[src/rtl/fetch_pc_gen_pkg.sv]
// Shared definitions for the fetch PC generator slice.
// Provides default bus widths, the flush vector width, the reset PC,
// the fetch sequencer state encoding and a PC alignment helper.
package fetch_pc_gen_pkg;

    localparam int          ADDR_W       = 32;
    localparam int          INST_W       = 32;
    localparam int          FLUSH_W      = 5;
    localparam logic [31:0] RESET_PC_DEF = 32'h1c00_0000;

    typedef enum logic [2:0] {
        BOOT = 3'd0,
        REQ  = 3'd1,
        WAIT = 3'd2,
        HOLD = 3'd3,
        ADEF = 3'd4
    } fetch_state_e;

    // A fetch address is legal only when word aligned.
    function automatic logic pc_misaligned(input logic [1:0] pc_lo);
        return (pc_lo != 2'b00);
    endfunction

endpackage

[src/rtl/fetch_out_buf.sv]
// Output register between fetch and decode.
// Holds one {pc, inst, adef} slot and its valid flag. A load always wins
// over a drop so that leaving one slot and entering an address-error slot
// on the same edge presents the new slot.
// Ports:
//   clk, rst_n            clock, async active-low reset
//   load                  capture in_pc/in_inst/in_adef and set valid
//   drop                  clear the slot (consumed or flushed)
//   in_pc/in_inst/in_adef slot contents to capture
//   if_valid/if_pc/if_inst/if_adef  registered slot presented to decode
module fetch_out_buf
    import fetch_pc_gen_pkg::*;
#(
    parameter int ADDR_WIDTH = ADDR_W,
    parameter int INST_WIDTH = INST_W
) (
    input  logic                  clk,
    input  logic                  rst_n,
    input  logic                  load,
    input  logic                  drop,
    input  logic [ADDR_WIDTH-1:0] in_pc,
    input  logic [INST_WIDTH-1:0] in_inst,
    input  logic                  in_adef,
    output logic                  if_valid,
    output logic [ADDR_WIDTH-1:0] if_pc,
    output logic [INST_WIDTH-1:0] if_inst,
    output logic                  if_adef
);

    // Slot register: load has priority over drop, otherwise hold.
    always_ff @(posedge clk or negedge rst_n) begin
        if (!rst_n) begin
            if_valid <= 1'b0;
            if_pc    <= {ADDR_WIDTH{1'b0}};
            if_inst  <= {INST_WIDTH{1'b0}};
            if_adef  <= 1'b0;
        end else if (load) begin
            if_valid <= 1'b1;
            if_pc    <= in_pc;
            if_inst  <= in_inst;
            if_adef  <= in_adef;
        end else if (drop) begin
            if_valid <= 1'b0;
            if_pc    <= {ADDR_WIDTH{1'b0}};
            if_inst  <= {INST_WIDTH{1'b0}};
            if_adef  <= 1'b0;
        end else begin
            if_valid <= if_valid;
            if_pc    <= if_pc;
            if_inst  <= if_inst;
            if_adef  <= if_adef;
        end
    end

endmodule

[src/rtl/fetch_pc_gen_chk.sv]
// Protocol checker for the fetch instruction bus.
// Ports: clk, rst_n, current fetch state and the instruction bus handshake.
module fetch_pc_gen_chk
    import fetch_pc_gen_pkg::*;
#(
    parameter int ADDR_WIDTH = ADDR_W
) (
    input logic                  clk,
    input logic                  rst_n,
    input fetch_state_e          state,
    input logic                  inst_req,
    input logic [ADDR_WIDTH-1:0] inst_addr,
    input logic                  inst_addr_ok,
    input logic                  inst_data_ok
);

    // Only one transaction can be outstanding, so a response belongs in WAIT.
    a_data_ok_in_wait: assert property (@(posedge clk) disable iff (!rst_n)
        inst_data_ok |-> (state == WAIT));

    // An unaccepted request must keep its address until accepted.
    a_addr_stable: assert property (@(posedge clk) disable iff (!rst_n)
        (inst_req && !inst_addr_ok) |=> (inst_req && $stable(inst_addr)));

endmodule

[src/rtl/fetch_pc_gen.sv]
// Fetch-stage PC generator and instruction-fetch sequencer.
// Owns the fetch PC, issues one request at a time on the instruction bus,
// discards responses made stale by a redirect and presents instructions
// to decode through fetch_out_buf.
// Ports:
//   clk, rst_n                 clock, async active-low reset
//   flush, flush_pc            redirect request (any flush bit) and target
//   bp_taken, bp_target        prediction for the instruction being consumed
//   inst_req, inst_addr        registered bus request
//   inst_addr_ok, inst_data_ok, inst_rdata   bus handshake and response
//   id_allowin                 decode accepts the presented slot
//   if_valid, if_pc, if_inst, if_adef        slot presented to decode
module fetch_pc_gen
    import fetch_pc_gen_pkg::*;
#(
    parameter int                    ADDR_WIDTH = ADDR_W,
    parameter int                    INST_WIDTH = INST_W,
    parameter logic [ADDR_WIDTH-1:0] RESET_PC   = ADDR_WIDTH'(RESET_PC_DEF)
) (
    input  logic                  clk,
    input  logic                  rst_n,
    input  logic [FLUSH_W-1:0]    flush,
    input  logic [ADDR_WIDTH-1:0] flush_pc,
    input  logic                  bp_taken,
    input  logic [ADDR_WIDTH-1:0] bp_target,
    output logic                  inst_req,
    output logic [ADDR_WIDTH-1:0] inst_addr,
    input  logic                  inst_addr_ok,
    input  logic                  inst_data_ok,
    input  logic [INST_WIDTH-1:0] inst_rdata,
    input  logic                  id_allowin,
    output logic                  if_valid,
    output logic [ADDR_WIDTH-1:0] if_pc,
    output logic [INST_WIDTH-1:0] if_inst,
    output logic                  if_adef
);

    localparam logic [ADDR_WIDTH-1:0] PC_STEP = ADDR_WIDTH'(3'd4);

    fetch_state_e          state_r, state_nxt_s;
    logic [ADDR_WIDTH-1:0] pc_r, pc_nxt_s;
    logic [ADDR_WIDTH-1:0] addr_r, addr_nxt_s;
    logic                  req_r, req_nxt_s;
    logic                  cancel_r, cancel_nxt_s;
    logic                  pend_r, pend_nxt_s;

    logic                  redirect_s;
    logic                  go_s;
    logic [ADDR_WIDTH-1:0] target_s;
    logic                  misalign_s;
    logic                  buf_load_s, buf_drop_s, buf_adef_s;
    logic [ADDR_WIDTH-1:0] buf_pc_s;
    logic [INST_WIDTH-1:0] buf_inst_s;

    assign redirect_s = (flush != {FLUSH_W{1'b0}});
    assign inst_req   = req_r;
    assign inst_addr  = addr_r;

    // Address used when (re)entering the request phase from the current state.
    always_comb begin
        target_s = pc_r;
        case (state_r)
            BOOT, WAIT: target_s = redirect_s ? flush_pc : pc_r;
            HOLD, ADEF: target_s = redirect_s ? flush_pc
                                 : (bp_taken ? bp_target : (if_pc + PC_STEP));
            default:    target_s = pc_r;
        endcase
        misalign_s = pc_misaligned(target_s[1:0]);
    end

    // Fetch sequencer next-state, bus request and output-slot control.
    always_comb begin
        state_nxt_s  = state_r;
        pc_nxt_s     = pc_r;
        addr_nxt_s   = addr_r;
        req_nxt_s    = req_r;
        cancel_nxt_s = cancel_r;
        pend_nxt_s   = pend_r;
        go_s         = 1'b0;
        buf_load_s   = 1'b0;
        buf_drop_s   = 1'b0;
        buf_adef_s   = 1'b0;
        buf_pc_s     = pc_r;
        buf_inst_s   = {INST_WIDTH{1'b0}};

        case (state_r)
            BOOT: begin
                go_s = 1'b1;
            end
            REQ: begin
                // The pending request keeps its address; only pc moves.
                pc_nxt_s = redirect_s ? flush_pc : pc_r;
                if (inst_addr_ok) begin
                    state_nxt_s  = WAIT;
                    req_nxt_s    = 1'b0;
                    cancel_nxt_s = redirect_s | pend_r;
                    pend_nxt_s   = 1'b0;
                end else begin
                    pend_nxt_s   = pend_r | redirect_s;
                end
            end
            WAIT: begin
                if (inst_data_ok) begin
                    if (cancel_r || redirect_s) begin
                        cancel_nxt_s = 1'b0;
                        go_s         = 1'b1;
                    end else begin
                        buf_load_s  = 1'b1;
                        buf_pc_s    = pc_r;
                        buf_inst_s  = inst_rdata;
                        state_nxt_s = HOLD;
                    end
                end else if (redirect_s) begin
                    cancel_nxt_s = 1'b1;
                    pc_nxt_s     = flush_pc;
                end else begin
                    cancel_nxt_s = cancel_r;
                end
            end
            HOLD, ADEF: begin
                if (redirect_s || id_allowin) begin
                    buf_drop_s = 1'b1;
                    go_s       = 1'b1;
                end else begin
                    buf_drop_s = 1'b0;
                end
            end
            default: begin
                state_nxt_s  = BOOT;
                req_nxt_s    = 1'b0;
                cancel_nxt_s = 1'b0;
                pend_nxt_s   = 1'b0;
            end
        endcase

        // Entering the request phase: a misaligned target becomes an
        // address-error slot instead of a bus request.
        if (go_s) begin
            pc_nxt_s    = target_s;
            addr_nxt_s  = target_s;
            pend_nxt_s  = 1'b0;
            state_nxt_s = misalign_s ? ADEF : REQ;
            req_nxt_s   = ~misalign_s;
            buf_load_s  = misalign_s;
            buf_adef_s  = misalign_s;
            buf_pc_s    = target_s;
            buf_inst_s  = {INST_WIDTH{1'b0}};
        end else begin
            buf_adef_s  = 1'b0;
        end
    end

    // Sequencer state, fetch PC and registered bus request.
    always_ff @(posedge clk or negedge rst_n) begin
        if (!rst_n) begin
            state_r  <= BOOT;
            pc_r     <= RESET_PC;
            addr_r   <= RESET_PC;
            req_r    <= 1'b0;
            cancel_r <= 1'b0;
            pend_r   <= 1'b0;
        end else begin
            state_r  <= state_nxt_s;
            pc_r     <= pc_nxt_s;
            addr_r   <= addr_nxt_s;
            req_r    <= req_nxt_s;
            cancel_r <= cancel_nxt_s;
            pend_r   <= pend_nxt_s;
        end
    end

    fetch_out_buf #(
        .ADDR_WIDTH (ADDR_WIDTH),
        .INST_WIDTH (INST_WIDTH)
    ) u_out_buf (
        .clk      (clk),
        .rst_n    (rst_n),
        .load     (buf_load_s),
        .drop     (buf_drop_s),
        .in_pc    (buf_pc_s),
        .in_inst  (buf_inst_s),
        .in_adef  (buf_adef_s),
        .if_valid (if_valid),
        .if_pc    (if_pc),
        .if_inst  (if_inst),
        .if_adef  (if_adef)
    );

    fetch_pc_gen_chk #(
        .ADDR_WIDTH (ADDR_WIDTH)
    ) u_chk (
        .clk          (clk),
        .rst_n        (rst_n),
        .state        (state_r),
        .inst_req     (inst_req),
        .inst_addr    (inst_addr),
        .inst_addr_ok (inst_addr_ok),
        .inst_data_ok (inst_data_ok)
    );

endmodule

[config.mk]
export PLATFORM = sky130hd
export DESIGN_NAME = fetch_pc_gen
export DESIGN_NICKNAME = d
export VERILOG_FILES = /design/src/rtl/fetch_pc_gen_pkg.sv /design/src/rtl/fetch_out_buf.sv /design/src/rtl/fetch_pc_gen_chk.sv /design/src/rtl/fetch_pc_gen.sv
export SDC_FILE = /design/constraint.sdc
export NUM_CORES = 1
export LEC_CHECK = 0
export CORE_MARGIN = 3
export CORE_UTILIZATION = 30
export CTS_BUF_LIST = sky130_fd_sc_hd__clkbuf_8
export CTS_CLUSTER_SIZE = 12
export DETAILED_ROUTE_END_ITERATION = 7
export HOLD_SLACK_MARGIN = 0.15
export PLACE_DENSITY_LB_ADDON = 0.1
export RECOVER_POWER = 25
export SLEW_MARGIN = 20
export SYNTH_ARGS = -nofsm -noshare
export SYNTH_HDL_FRONTEND = slang
export SYNTH_SLANG_ARGS = --single-unit
[constraint.sdc]
create_clock -name clk -period 3.15 [get_ports clk]
set_input_delay 0.63 -clock clk [delete_from_list [all_inputs] [get_ports clk]]
set_output_delay 0.63 -clock clk [all_outputs]
set_load 0.01 [all_outputs]
==> run_results.csv <==
group,metric,value,unit
finish,fin_util,44.0,%
yosys,synth_cell_types,77,
global_routing,grt_pass1_vias,8296,
yosys,synthCells,855,
global_routing,antenna_found_initial,0,
route,postRouteAntennaNets,0,
floorplan,die_w,167,µm
global_routing,grt_pass1_wl,51.5,mm
worst_setup_path,crit_arrival,3.23,ns
yosys,ys_seq_area_share,43.9,%
hold_path,min_path_cells,2,
floorplan,fp-row-count,58,
hold_path,hp-class,"register to register",
worst_setup_path,r2r_cells,7,
clock_network,clk_path_buf_depth,2,
pwr,power_density,929,mW/mm²
pwr,power,0.0104,W
route,via_count,8329,
yosys,async_flop_share,100,%
pwr,ir_drop,477,µV
yosys,ys_ff_latch,136,
route,viasPerCell,5.81,
route,first_iter_violations,841,
route,drc,0,
floorplan,die_area,0.0279,mm²
clock_network,cts_root_buf,"clkbuf_8",
placement,routabilityCongestion,0.889,
clock_network,cts_buffers,17,
worst_setup_path,cp.required,3.54,ns
placement,hpwl,23.9,mm
yosys,synth-edff-count,0,
timing,rsz0062_at_grt,"false",
timing,finalHoldViolations,0,
global_routing,grt_max_degree,58,
timing,setup_viol,0,
clock_network,clk-insertion-delay-late,0.47,ns
finish,syn_to_final_growth,43.3,%
status,violations,"capacitance limit, slew limit",
timing,hold_ws,0.483,ns
timing,slew_headroom,-10.3,%
finish,num_antenna_cells,0,
route,routedWlPerCell,23.4,µm
clock_network,cts_tree,"done",
worst_setup_path,path_max_fanout,13,
floorplan,ios,206,
timing,drv_slew,57,
clock_network,cts-htree-levels,4,
finish,nNetsFinal,1199,
route,dr.pass1.iters,5,
finish,final_common_cell,"clkdlybuf4s50_1",
global_routing,grt_use_total,23.7,%
floorplan,die_h,167,µm
yosys,synth_area,0.00778,mm²
pwr,leakage,4.55,nW
status,status,"complete, but fails checks",
timing,tns,0,ns
finish,nFillCells,2499,
timing,fin_crit_sh,90.3,%
floorplan,core_area,0.0253,mm²
timing,max_freq,351,MHz
route,wirelength,33.5,mm
yosys,post_synth.cell_area_avg,9.10,µm²
clock_network,clkTransAtPathRegs,0.09,ns
finish,drive_above_1_share,14.0,%
floorplan,start_util,30.7,%
global_routing,overflow,0,
worst_setup_path,critPathCaptureType,"register",
yosys,synth-main-ff-cell,"dfrtp_1",
yosys,ys_warn_count,0,
worst_setup_path,cp-start-kind,"register",
timing,min_period,2.85,ns
run,maxCapViolCount,1,
finish,layout_common_cells,"clkdlybuf4s50_1, dfrtp_1, buf_4",
worst_setup_path,criticalPathCategory,"register to register",
timing,worst_pin_slew,1.65,ns
placement,numPortBuffers,205,
timing,fin_skew,0.0173,ns
clock_network,cts.sinks,136,
yosys,syn_nets,963,
## area by class of cell
cell class	instances	area (µm²)	share of cell area (%)
multi-input combinational	630	4040	36.3
tap	330	413	3.70
sequential	136	3410	30.6
clock inverter	15	176	1.58
inverter	9	33.8	0.303
timing repair buffer	297	2830	25.4
clock buffer	17	234	2.10
## synth_stat cells, types with 9 or more instances
cell	n	area, µm²
a211oi_1	12	90.1
dfrtp_1	130	3250
nand3_1	32	160
o211ai_1	9	67.6
a22oi_1	17	128
o31ai_1	11	82.6
nand2b_1	14	87.6
o31a_1	12	105
a22o_1	38	333
nor3_1	15	75.1
buf_2	14	70.1
nand4_1	32	200
o21a_1	13	97.6
clkbuf_1	60	225
and3_1	11	68.8
mux2i_1	10	100
inv_1	9	33.8
nor4_1	17	106
a21o_1	26	195
a21oi_1	52	260
nand2_1	61	229
nor2_1	47	176
o21ai_0	68	340
## critical path: stages, from the launching register on
cell     delay (ns)
dfrtp_1        0.43
ha_1           0.26
nand4_4        0.13
or4_4          0.69
or4_1          0.54
a32o_2         0.31
o31a_1         0.29
o21ai_1        0.11
## through the flow
| stage | worst slack (ns) | instance area (µm²) | cells |
|---|---|---|---|
| after floorplan | 0.508 | 7780 | 855 |
| after global placement | 0.152 | 10700 | 1401 |
| after detailed placement | 0.145 | 10700 | 1401 |
| after CTS | 0.314 | 11200 | 1434 |
| after global routing | 0.212 | 11100 | 1434 |
| final | 0.304 | 11100 | 1434 |
## cell families (layout without fill, tap and decap cells)
kind of cell / after synthesis / count (layout) / share of synthesized area, %
AO/OA/AOI/OAI: 336 / 336 / 30.3
AND/OR/NAND/NOR: 274 / 274 / 18.7
flip-flops: 136 / 136 / 43.9
buffers and inverters: 89 / 338 / 4.54
multiplexers: 14 / 14 / 1.87
XOR/XNOR: 5 / 5 / 0.563
adder cells (fa/ha/maj): 1 / 1 / 0.161
## state kept, by name (all words and copies together) (netlist names)
register            flops
pc_r                   32
u_out_buf.if_adef       1
state_r                 3
pend_r                  1
cancel_r                1
u_out_buf.if_inst      32
inst_addr              32
u_out_buf.if_valid      1
inst_req                1
u_out_buf.if_pc        32
## worst paths after layout
path                                                 from                              end  slack [ns]
min                             inst_addr[26]$_DFFE_PN1P_        inst_addr[26]$_DFFE_PN1P_        0.48
max in group asynchronous                           rst_n  u_out_buf.if_pc[22]$_DFFE_PN0P_        0.84
max                        u_out_buf.if_pc[2]$_DFFE_PN0P_  u_out_buf.if_pc[26]$_DFFE_PN0P_        0.30
max reg2reg                u_out_buf.if_pc[2]$_DFFE_PN0P_  u_out_buf.if_pc[26]$_DFFE_PN0P_        0.30
min reg2reg                     inst_addr[26]$_DFFE_PN1P_        inst_addr[26]$_DFFE_PN1P_        0.48
min in group asynchronous                           rst_n        inst_addr[19]$_DFFE_PN0P_        1.14
## where the power goes
group / switching (W) / internal [W] / total [W]
sequential: 0.000635 / 0.00240 / 0.00303
combinational: 0.00322 / 0.00254 / 0.00576
clock: 0.000777 / 0.000787 / 0.00156
total: 0.00463 / 0.00572 / 0.0104
## layer usage
| metal | up-vias | share of wire, % | track usage (%) |
|---|---|---|---|
| met3 | 47 | 7.8 | 4.30 |
| li1 | 3786 | - | - |
| met5 | - | 0 | 0 |
| met1 | 4086 | 43 | 32.9 |
| met2 | 410 | 47 | 37.5 |
| met4 | 0 | 2.0 | 7.42 |
## repair_timing
| action | 4_1_cts | 5_1_grt |
|---|---|---|
| hold endpoints to repair | 1 | 0 |
| gates resized for setup | 0 | 0 |
| hold buffers | 1 | 0 |
| setup buffers | 0 | 0 |
Power figures use the tool's default switching activity.
